**src/rtl/sd_cmd_serial_host_p.sv**
```systemverilog
// SD card command-line host engine.
// Serialises a 40-bit command with CRC7 and end bit on the CMD line, optionally
// collects a short or long response, checks it, waits the post-transaction gap,
// and hands the result back over a 4-phase REQ/ACK handshake.
module sd_cmd_serial_host_p #(
   parameter int SHORT_LEN = 48,
   parameter int LONG_LEN  = 136,
   parameter int NCR_MAX   = 64,
   parameter int NCC_W     = 4
) (
   input  logic                SD_CLK_IN,
   input  logic                RST_IN,
   input  logic [15:0]         SETTING_IN,
   input  logic [39:0]         CMD_IN,
   input  logic                REQ_IN,
   input  logic                ACK_IN,
   input  logic                cmd_dat_i,
   output logic                cmd_out_o,
   output logic                cmd_oe_o,
   output logic                ACK_OUT,
   output logic [2:0]          STATUS,
   output logic [LONG_LEN-2:0] RSP_OUT
);

   // One shared counter serves every timed state, so it is sized for the longest.
   localparam int CNT_W = $clog2(LONG_LEN + NCR_MAX + 8 + (1 << NCC_W));

   localparam logic [CNT_W-1:0] CMD_BITS      = CNT_W'(40);
   localparam logic [CNT_W-1:0] CRC_DONE      = CNT_W'(47);
   localparam logic [CNT_W-1:0] SEND_END      = CNT_W'(48);
   localparam logic [CNT_W-1:0] NCR_LAST      = CNT_W'(NCR_MAX - 1);
   localparam logic [CNT_W-1:0] SHORT_LAST    = CNT_W'(SHORT_LEN - 2);
   localparam logic [CNT_W-1:0] LONG_LAST     = CNT_W'(LONG_LEN - 2);
   localparam logic [CNT_W-1:0] SHORT_CRC_END = CNT_W'(SHORT_LEN - 9);
   localparam logic [CNT_W-1:0] LONG_CRC_BEG  = CNT_W'(7);
   localparam logic [CNT_W-1:0] LONG_CRC_END  = CNT_W'(LONG_LEN - 9);

   typedef enum logic [2:0] {
      IDLE,
      SEND,
      NCR_WAIT,
      RECV,
      NCC_DLY,
      ACK,
      REQ_LOW
   } state_t;

   state_t               state, state_nx;
   logic [CNT_W-1:0]     cnt;
   logic [39:0]          cmd_sh;
   logic [6:0]           crc;
   logic                 rsp_en_r;
   logic                 rsp_long_r;
   logic                 crc_chk_r;
   logic [NCC_W-1:0]     ncc_r;

   logic [CNT_W-1:0]     rx_last;
   logic [CNT_W-1:0]     dly_last;
   logic [LONG_LEN-2:0]  rsp_shift;
   logic                 crc_feed;
   logic                 unused_setting;

   // CRC7, polynomial x^7 + x^3 + 1, one bit per call, MSB first.
   function automatic logic [6:0] crc7_step(input logic [6:0] c, input logic b);
      logic fb;
      fb = b ^ c[6];
      return {c[5:0], 1'b0} ^ (fb ? 7'h09 : 7'h00);
   endfunction

   assign unused_setting = ^SETTING_IN[15:3+NCC_W];
   assign ACK_OUT        = (state == ACK);

   // Derived terminal counts and the response shift/CRC window.
   always_comb begin
      rx_last   = rsp_long_r ? LONG_LAST : SHORT_LAST;
      dly_last  = CNT_W'(7) + CNT_W'(ncc_r);
      rsp_shift = {RSP_OUT[LONG_LEN-3:0], cmd_dat_i};
      // Short frames cover start bit + 39 bits; the start bit is 0 and the CRC
      // starts at 0, so feeding it is a no-op. Long frames skip the 8-bit header.
      crc_feed  = rsp_long_r ? ((cnt >= LONG_CRC_BEG) && (cnt < LONG_CRC_END))
                             : (cnt < SHORT_CRC_END);
   end

   // State register.
   always_ff @(posedge SD_CLK_IN or posedge RST_IN) begin
      if (RST_IN) state <= IDLE;
      else        state <= state_nx;
   end

   // Next-state logic.
   always_comb begin
      state_nx = state;
      case (state)
         IDLE:     if (REQ_IN) state_nx = SEND;
         SEND:     if (cnt == SEND_END) state_nx = rsp_en_r ? NCR_WAIT : NCC_DLY;
         NCR_WAIT: begin
            if (!cmd_dat_i)           state_nx = RECV;
            else if (cnt == NCR_LAST) state_nx = NCC_DLY;
         end
         RECV:     if (cnt == rx_last) state_nx = NCC_DLY;
         NCC_DLY:  if (cnt == dly_last) state_nx = ACK;
         ACK:      if (ACK_IN) state_nx = REQ_LOW;
         REQ_LOW:  if (!REQ_IN) state_nx = IDLE;
         default:  state_nx = IDLE;
      endcase
   end

   // Datapath: command serialiser, response deserialiser, counters and status.
   always_ff @(posedge SD_CLK_IN or posedge RST_IN) begin
      if (RST_IN) begin
         cnt        <= '0;
         cmd_sh     <= '0;
         crc        <= '0;
         rsp_en_r   <= 1'b0;
         rsp_long_r <= 1'b0;
         crc_chk_r  <= 1'b0;
         ncc_r      <= '0;
         cmd_out_o  <= 1'b1;
         cmd_oe_o   <= 1'b0;
         STATUS     <= '0;
         RSP_OUT    <= '0;
      end else begin
         case (state)
            IDLE: begin
               cmd_oe_o  <= 1'b0;
               cmd_out_o <= 1'b1;
               if (REQ_IN) begin
                  cmd_sh     <= CMD_IN;
                  rsp_en_r   <= SETTING_IN[0];
                  rsp_long_r <= SETTING_IN[1];
                  crc_chk_r  <= SETTING_IN[2];
                  ncc_r      <= SETTING_IN[3+NCC_W-1:3];
                  STATUS     <= '0;
                  RSP_OUT    <= '0;
                  cnt        <= '0;
                  crc        <= '0;
               end
            end
            SEND: begin
               if (cnt == SEND_END) begin
                  cmd_oe_o  <= 1'b0;
                  cmd_out_o <= 1'b1;
                  cnt       <= '0;
                  crc       <= '0;
               end else begin
                  cmd_oe_o <= 1'b1;
                  cnt      <= cnt + 1'b1;
                  if (cnt < CMD_BITS) begin
                     cmd_out_o <= cmd_sh[39];
                     cmd_sh    <= {cmd_sh[38:0], 1'b0};
                     crc       <= crc7_step(crc, cmd_sh[39]);
                  end else if (cnt < CRC_DONE) begin
                     cmd_out_o <= crc[6];
                     crc       <= {crc[5:0], 1'b0};
                  end else begin
                     cmd_out_o <= 1'b1;
                  end
               end
            end
            NCR_WAIT: begin
               if (!cmd_dat_i) begin
                  cnt <= '0;
                  crc <= crc7_step(crc, 1'b0);
               end else if (cnt == NCR_LAST) begin
                  STATUS[0] <= 1'b1;
                  cnt       <= '0;
               end else begin
                  cnt <= cnt + 1'b1;
               end
            end
            RECV: begin
               RSP_OUT <= rsp_shift;
               if (crc_feed) crc <= crc7_step(crc, cmd_dat_i);
               if (cnt == rx_last) begin
                  cnt       <= '0;
                  STATUS[2] <= ~cmd_dat_i;
                  if (crc_chk_r && (rsp_shift[7:1] != crc)) STATUS[1] <= 1'b1;
               end else begin
                  cnt <= cnt + 1'b1;
               end
            end
            NCC_DLY: begin
               cmd_oe_o <= 1'b0;
               if (cnt == dly_last) cnt <= '0;
               else                 cnt <= cnt + 1'b1;
            end
            default: begin
            end
         endcase
      end
   end

endmodule

```
**config.mk**
```make
export PLATFORM = sky130hd
export DESIGN_NAME = sd_cmd_serial_host_p
export DESIGN_NICKNAME = d
export VERILOG_FILES = /design/src/rtl/sd_cmd_serial_host_p.sv
export SDC_FILE = /design/constraint.sdc
export NUM_CORES = 1
export LEC_CHECK = 0
export ABC_CLOCK_PERIOD_IN_PS = 6200
export CORE_MARGIN = 8
export CORE_UTILIZATION = 45
export CTS_BUF_LIST = sky130_fd_sc_hd__clkbuf_8 sky130_fd_sc_hd__clkbuf_16
export CTS_CLUSTER_DIAMETER = 40
export DETAILED_ROUTE_END_ITERATION = 16
export HOLD_SLACK_MARGIN = 0.1
export PLACE_DENSITY_LB_ADDON = 0.3
export SLEW_MARGIN = 20
export SYNTH_ARGS = -nofsm -noshare
export SYNTH_HDL_FRONTEND = slang
export SYNTH_SLANG_ARGS = --single-unit
```
**constraint.sdc**
```tcl
create_clock -name SD_CLK_IN -period 6.2 [get_ports SD_CLK_IN]
set_input_delay 0.93 -clock SD_CLK_IN [delete_from_list [all_inputs] [get_ports SD_CLK_IN]]
set_output_delay 0.93 -clock SD_CLK_IN [all_outputs]
set_load 0.05 [all_outputs]
```
==> summary.md, run 1 <==
| Metric | Value |
|---|---|
| Status | `finished clean` |
| Critical path required time | `5270 ps` |
| Clk Tree Root Cell | `sky130_fd_sc_hd__clkbuf_16` |
| Total negative setup slack | `0 ps` |
| VDD IR max | `0.278 mV` |
| Placeable core region | `18600 um2` |
| Max-capacitance violation count | `0` |
| Synthesized area divided by synthesized cell count | `12.1 um2` |
| Die boundary width | `154 um` |
| CTS Sinks | `205` |
| # fillers | `1499` |
| Share of final-layout standard cells stronger than drive strength 1 | `8.44%` |
| Number of enable flip-flop cells after synthesis | `0` |
| Kind of end point of the critical path | `primary output` |
| Finished Cell Area | `11700 um2` |
| Power per standard cell area | `387 nW/um2` |
| Setup bufs post-CTS | `0` |
| Worst setup path endpoint | `ACK_OUT` |
| Routed len/inst | `18.3 um` |
| Routing usage on met1 | `22.6%` |
| Number of instances in the synthesized netlist | `707` |
| Count of inserted antenna diode cells | `0` |
| Number of iterations in the first detailed-routing pass | `4` |
| Final core area utilization | `62.6%` |
| Area of the mapped netlist | `8520 um2` |
| Main synth FF type | `sky130_fd_sc_hd__dfrtp_1` |
| Number of global-route vias before repair | `6043` |
| Synth cell types | `47` |
| Placed cell count | `1080` |
| Data arrival, critical path | `2610 ps` |
| Reg clk slew, reported paths | `50 ps` |
| Die H | `154 um` |
| Synthesized flop and latch total | `205` |
| Crit Path Category | `flip-flop to primary output` |
| Placement-stage worst setup slack | `2840 ps` |
| Crit Reg-Reg Startpoint | `state[2]` |
| Antenna violations before repair | `0` |
| Global router's overall resource usage | `17.2%` |
| Met2 Use GR | `26.8%` |
| Cell Area, Placed | `10600 um2` |
| Number of nets produced by synthesis | `772` |
| Clock Tree Buf Depth | `3` |
| Fmax achieved | `282 MHz` |
| Final period utilization | `57.1%` |
| Final Worst Setup Slack | `2660 ps` |
| Global routing met3 resource utilization | `5.21%` |
| Total via count after detailed routing | `6131` |
| Number of nets with antenna violations after routing | `0` |
| Max_slew headroom | `41.7%` |
| Async set-or-reset flop fraction in the synthesized netlist | `100%` |
| Smallest hold slack | `480 ps` |
| Setup repair after global routing missed its margin | `false` |
| Initial Utilization | `45.7%` |
| Min cycle time layout | `3540 ps` |
| Pin count of the biggest net entering global routing | `136` |
| Input/output buffers | `192` |
| Congestion Overflow GR | `0` |
| Number of endpoints failing setup at the final stage | `0` |
| Residual DRC | `0` |
| Number of DRC markers in iteration 0 | `363` |
| Clock tree from TritonCTS | `yes` |
| Cts hold-fix bufs | `0` |
| Number of core rows | `50` |
| Slew Viols, Final | `0` |
| Number of placed I/O pins | `202` |
| Peak-usage layer in the global routing report | `met2` |
| Final #Nets | `943` |
| Cts bufs inserted | `30` |
| Number of cells in the finished layout apart from fillers | `1135` |
| R2r endpoint | `RSP_OUT[75]` |
| Area growth from synthesis to layout | `37.0%` |
| Pwr Total | `4.51 mW` |
| Multi-input gate area | `3110 um2` |
| Critical path startpoint | `state[2]` |
| Sequential share of the synthesized area | `60.2%` |
| Type of the worst min-delay path | `flip-flop to flip-flop` |
| H-tree level count | `1` |
| Setup slack of the most critical reg-to-reg path | `3110 ps` |
| CTS-repair resized insts | `0` |
| Routability Congestion | `0.740` |
| First-pass GRT wire length | `33700 um` |
| Drt via density | `5.40` |
| Transition time at the pin with the least slew margin | `874 ps` |
| Total half-perimeter wirelength after legalization and detailed placement | `13300 um` |
| Worst Setup Start Kind | `flip-flop` |
| Setup Skew | `8.62 ps` |
| Yosys Warn Count | `0` |
| Final count of hold timing violations | `0` |
| Path depth of the worst reg2reg path | `5` |
| Overall die area | `23600 um2` |
| Storage element area | `5130 um2` |
| Leakage power total | `5.11 nW` |
| Clock latency on the worst-skew pair | `530 ps` |
| Worst-path fanout max | `20` |
| Detailed Route WL | `20800 um` |
==> layer usage <==
| metal | up-vias | wire length, um |
|---|---|---|
| li1 | 2939 | - |
| met1 | 3007 | 9200 |
| met2 | 157 | 9660 |
| met3 | 28 | 1430 |
| met4 | 0 | 490 |
| met5 | - | 0 |
==> report_power, final <==
part	switching, mW	internal, mW	total (mW)
registers	0.167	1.53	1.70
logic	0.629	0.404	1.03
clock network	0.631	1.15	1.78
==> how the worst min path moves through the flow <==
| stage | cells after the start | endpoint | slack [ps] | start |
|---|---|---|---|---|
| floorplan | 2 | crc_chk_r | 450 | crc_chk_r |
| global placement | 2 | STATUS[0] | 470 | STATUS[0] |
| detailed placement | 2 | STATUS[0] | 480 | STATUS[0] |
| CTS | 2 | STATUS[0] | 490 | STATUS[0] |
| global route | 1 | RSP_OUT[134] | 520 | RSP_OUT[134] |
| finish | 2 | STATUS[1] | 480 | STATUS[1] |
==> state kept, by name, indices dropped and copies added (netlist names) <==
signal,cells
STATUS,3
rsp_long_r,1
crc_chk_r,1
cmd_oe_o,1
crc,7
rsp_en_r,1
state,3
cmd_sh,40
ncc_r,4
RSP_OUT,135
cmd_out_o,1
cnt,8
==> placed cells by master (no fill, tap or decap), types with 3 or more instances in the layout <==
cell	synthesis	layout
sky130_fd_sc_hd__dfrtp_1	204	204
sky130_fd_sc_hd__nor4bb_1	4	4
sky130_fd_sc_hd__inv_6	0	4
sky130_fd_sc_hd__xor2_1	6	6
sky130_fd_sc_hd__a31oi_1	3	3
sky130_fd_sc_hd__a211o_1	4	4
sky130_fd_sc_hd__clkdlybuf4s50_1	0	192
sky130_fd_sc_hd__a21oi_1	46	46
sky130_fd_sc_hd__clkinvlp_4	0	6
sky130_fd_sc_hd__o21a_1	3	3
sky130_fd_sc_hd__clkbuf_8	0	4
sky130_fd_sc_hd__ha_1	4	4
sky130_fd_sc_hd__mux2i_1	45	45
sky130_fd_sc_hd__nor3_1	5	4
sky130_fd_sc_hd__bufinv_16	0	5
sky130_fd_sc_hd__inv_1	15	15
sky130_fd_sc_hd__nand2_1	35	35
sky130_fd_sc_hd__nand3_1	8	8
sky130_fd_sc_hd__o21ai_0	18	18
sky130_fd_sc_hd__clkbuf_16	0	30
sky130_fd_sc_hd__buf_4	0	4
sky130_fd_sc_hd__a22o_1	135	135
sky130_fd_sc_hd__nor2_1	59	58
sky130_fd_sc_hd__xnor2_1	12	12
sky130_fd_sc_hd__mux2_4	3	3
sky130_fd_sc_hd__clkinv_4	0	3
sky130_fd_sc_hd__o211ai_1	3	3
sky130_fd_sc_hd__o22ai_1	3	3
==> kinds of logic after synthesis <==
group	share of synthesized area, %
fa+ha+maj	0.587
buf+inv	3.54
xor+xnor	1.85
flops	60.2
mux	5.81
compound gates	21.1
simple gates	6.94
==> worst max-delay path: stages (launching register included) <==
cell and delay (ps):
sky130_fd_sc_hd__dfrtp_1 760, sky130_fd_sc_hd__inv_1 310, sky130_fd_sc_hd__nor2_1 180, sky130_fd_sc_hd__clkdlybuf4s50_1 830
==> layout make-up <==
type                    instances  area share (%)
repair buffers                198            17.1
well taps                     234            2.51
flip-flops and latches        205            44.0
inverters                      15           0.515
clock inverters                21            2.39
clock buffers                  34            6.90
multi-input cells             428            26.7
==> synth_stat cells (2+ instances only) <==
cell type	number	share of area (%)
sky130_fd_sc_hd__a211o_1	4	0.41
sky130_fd_sc_hd__a21o_1	2	0.18
sky130_fd_sc_hd__a21oi_1	46	2.7
sky130_fd_sc_hd__a22o_1	135	14
sky130_fd_sc_hd__a31oi_1	3	0.22
sky130_fd_sc_hd__a31oi_4	2	0.50
sky130_fd_sc_hd__and3_1	3	0.22
sky130_fd_sc_hd__buf_2	7	0.41
sky130_fd_sc_hd__buf_6	2	0.26
sky130_fd_sc_hd__clkbuf_1	49	2.2
sky130_fd_sc_hd__dfrtp_1	204	60
sky130_fd_sc_hd__ha_1	4	0.59
sky130_fd_sc_hd__inv_1	15	0.66
sky130_fd_sc_hd__mux2_4	3	0.53
sky130_fd_sc_hd__mux2i_1	45	5.3
sky130_fd_sc_hd__nand2_1	35	1.5
sky130_fd_sc_hd__nand3_1	8	0.47
sky130_fd_sc_hd__nand4_1	2	0.15
sky130_fd_sc_hd__nand4b_1	2	0.21
sky130_fd_sc_hd__nor2_1	59	2.6
sky130_fd_sc_hd__nor3_1	5	0.29
sky130_fd_sc_hd__nor3b_1	3	0.26
sky130_fd_sc_hd__nor4_1	2	0.15
sky130_fd_sc_hd__nor4bb_1	4	0.47
sky130_fd_sc_hd__o211ai_1	3	0.26
sky130_fd_sc_hd__o21a_1	3	0.26
sky130_fd_sc_hd__o21ai_0	18	1.1
sky130_fd_sc_hd__o22ai_1	3	0.22
sky130_fd_sc_hd__or3_1	2	0.15
sky130_fd_sc_hd__xnor2_1	12	1.2
sky130_fd_sc_hd__xor2_1	6	0.62
(Power assumes the default switching activity.)
==> run 2: changes to the inputs <==
--- a/config.mk
+++ b/config.mk
@@ -5,7 +5,7 @@
 export SDC_FILE = /design/constraint.sdc
 export NUM_CORES = 1
 export LEC_CHECK = 0
-export ABC_CLOCK_PERIOD_IN_PS = 6200
+export ABC_CLOCK_PERIOD_IN_PS = 3100
 export CORE_MARGIN = 8
 export CORE_UTILIZATION = 45
 export CTS_BUF_LIST = sky130_fd_sc_hd__clkbuf_8 sky130_fd_sc_hd__clkbuf_16
==> constraint.sdc (replaced) <==
create_clock -name SD_CLK_IN -period 3.1 [get_ports SD_CLK_IN]
set_input_delay 0.465 -clock SD_CLK_IN [delete_from_list [all_inputs] [get_ports SD_CLK_IN]]
set_output_delay 0.465 -clock SD_CLK_IN [all_outputs]
set_load 0.05 [all_outputs]
==> run 2 against run 1 <==
  * Global-route usage increased by 0.30 points
  * Critical path type unchanged
  * Cell count rose by 0.53%
  * Clock power increased by 97%
  * Non-clock buffer count grew 6
  * Total power is 100% higher
  * Critical endpoint unchanged
  * Die area unchanged
  * Sequential share of layout area fell by 0.24 points
  * Sequential cell count unchanged
  * Sequential power up 99%
  * Highest routed layer unchanged
==> summary.md, run 2 (same netlist as run 1, synthesis figures left out) <==
| Metric | Value |
|---|---|
| Routability Congestion | `0.775` |
| Clock Tree Buf Depth | `3` |
| Detailed Route WL | `21100 um` |
| Worst Setup Start Kind | `flip-flop` |
| Setup Skew | `18.1 ps` |
| Slowest CP cell | `sky130_fd_sc_hd__clkdlybuf4s50_1` |
| Fmax achieved | `357 MHz` |
| CTS Sinks | `205` |
| Critical path startpoint | `state[2]` |
| Share of final-layout standard cells stronger than drive strength 1 | `9.04%` |
| Clock tree from TritonCTS | `yes` |
| Commonest non-fill, non-tap cells in the layout | `204 x sky130_fd_sc_hd__dfrtp_1, 192 x sky130_fd_sc_hd__clkdlybuf4s50_1, 135 x sky130_fd_sc_hd__a22o_1` |
| R2r endpoint | `crc[0]` |
| Setup bufs post-CTS | `0` |
| Input/output buffers | `192` |
| Number of endpoints failing setup at the final stage | `0` |
| H-tree level count | `1` |
| Worst-path cell chain | `inv_1, nor2_1, clkdlybuf4s50_1` |
| CTS-repair resized insts | `0` |
| Overall die area | `23600 um2` |
| Biggest registers after layout | `RSP_OUT x135, cmd_sh x40, cnt x8` |
| Number of placed I/O pins | `202` |
| Smallest hold slack | `235 ps` |
| Worst setup path endpoint | `ACK_OUT` |
| Area growth from synthesis to layout | `37.7%` |
| Cts hold-fix bufs | `0` |
| Reg clk slew, reported paths | `60 ps` |
| Slowest stage delay, CP | `820 ps` |
| Kind of end point of the critical path | `primary output` |
| Cts bufs inserted | `30` |
| Max_slew headroom | `54.5%` |
| Max-capacitance violation count | `0` |
| Min cycle time layout | `2800 ps` |
| Transition time at the pin with the least slew margin | `675 ps` |
| Total half-perimeter wirelength after legalization and detailed placement | `13800 um` |
| Number of global-route vias before repair | `6363` |
| Most flops, register | `RSP_OUT` |
| Count of inserted antenna diode cells | `0` |
| Number of core rows | `50` |
| Clk Tree Root Cell | `sky130_fd_sc_hd__clkbuf_16` |
| Number of buffer and inverter instances along the worst setup path | `2` |
| Path depth of the worst reg2reg path | `5` |
| Die boundary width | `154 um` |
| Total via count after detailed routing | `6240` |
| Worst-path fanout max | `12` |
| Type of the worst min-delay path | `primary input to async pin` |
| Pwr Total | `9.06 mW` |
| Die H | `154 um` |
| Global router's overall resource usage | `17.5%` |
| Slew Viols, Final | `0` |
| Residual DRC | `0` |
| Final count of hold timing violations | `0` |
| Final period utilization | `90.4%` |
| Data arrival, critical path | `2340 ps` |
| Final core area utilization | `63.0%` |
| Crit Reg-Reg Startpoint | `cnt[6]` |
| Setup repair after global routing missed its margin | `false` |
| Congestion Overflow GR | `0` |
| Status | `finished clean` |
| First-pass GRT wire length | `34300 um` |
| Number of nets with antenna violations after routing | `0` |
| Total negative setup slack | `0 ps` |
| Routed len/inst | `18.5 um` |
| VDD IR max | `0.494 mV` |
| Number of iterations in the first detailed-routing pass | `5` |
| Depth of the critical timing path with buffers and inverters included | `3` |
| Number of DRC markers in iteration 0 | `350` |
| Critical path required time | `2630 ps` |
| Leading cell type in the layout, fill and taps excluded | `sky130_fd_sc_hd__dfrtp_1` |
| Power per standard cell area | `772 nW/um2` |
| Leakage power total | `5.14 nW` |
| Setup slack of the most critical reg-to-reg path | `690 ps` |
| Drt via density | `5.47` |
| Pin count of the biggest net entering global routing | `109` |
| Final #Nets | `949` |
| Clock latency on the worst-skew pair | `530 ps` |
| Top Family by Delay on Critical Path | `buffers and inverters` |
| Largest register FFs | `135` |
| Placeable core region | `18600 um2` |
| Initial Utilization | `45.7%` |
| Antenna violations before repair | `0` |
| Crit Path Category | `flip-flop to primary output` |
[run 2: cell count changes in the layout (fill, tap and decap cells not counted), sizes merged]
cell,before,now
buf,6,12
clkinv,6,4
bufinv,5,4
clkbuf,34,35
clkinvlp,6,7
inv,19,20
[run 2: worst min path at each step]
stage | cells after the start | end | slack, ps
floorplan | 2 | crc_chk_r | 450
global placement | 2 | crc_chk_r | 460
detailed placement | 2 | crc_chk_r | 460
CTS | 2 | cmd_sh[32] | 210
global route | 2 | cmd_sh[32] | 230
finish | 2 | cmd_sh[32] | 240
[run 2: layer usage]
| layer | part of all wire [%] | global-route usage [%] | up-vias | wire (um) |
|---|---|---|---|---|
| met5 | 0 | 0 | - | 0 |
| li1 | - | - | 2949 | - |
| met4 | 2.4 | 5.27 | 0 | 499 |
| met2 | 48 | 28.2 | 157 | 10100 |
| met3 | 6.4 | 4.96 | 35 | 1360 |
| met1 | 43 | 22.5 | 3099 | 9120 |
[run 2: per-stage QoR]
step	setup slack (ps)	cell area [um2]	cells
floorplan	-22.5	8530	707
global placement	675	10700	1086
detailed placement	621	10700	1086
CTS	250	11700	1141
global route	189	11700	1141
finish	297	11700	1141
[run 2: area by class of cell]
| type | count | area (um2) |
|---|---|---|
| well taps | 234 | 293 |
| clock buffers | 35 | 831 |
| fillers | 1511 | 6910 |
| repair buffers | 204 | 2070 |
| multi-input cells | 428 | 3110 |
| inverters | 15 | 60.1 |
| clock inverters | 20 | 236 |
| flip-flops and latches | 205 | 5130 |
[run 2: worst register-to-register path: cells and delay by family, from the launching register on]
family           cells  cell delay [ps]
multiplexers         1              340
AO/OA/AOI/OAI        3             1110
flip-flops           1              460
AND/OR/NAND/NOR      1              370
[run 2: where the power goes]
part / switching, mW / leakage [nW] / internal [mW]
clock network: 1.25 / 0.512 / 2.26
logic: 1.30 / 1.91 / 0.863
registers: 0.325 / 2.72 / 3.06
total: 2.87 / 5.14 / 6.19
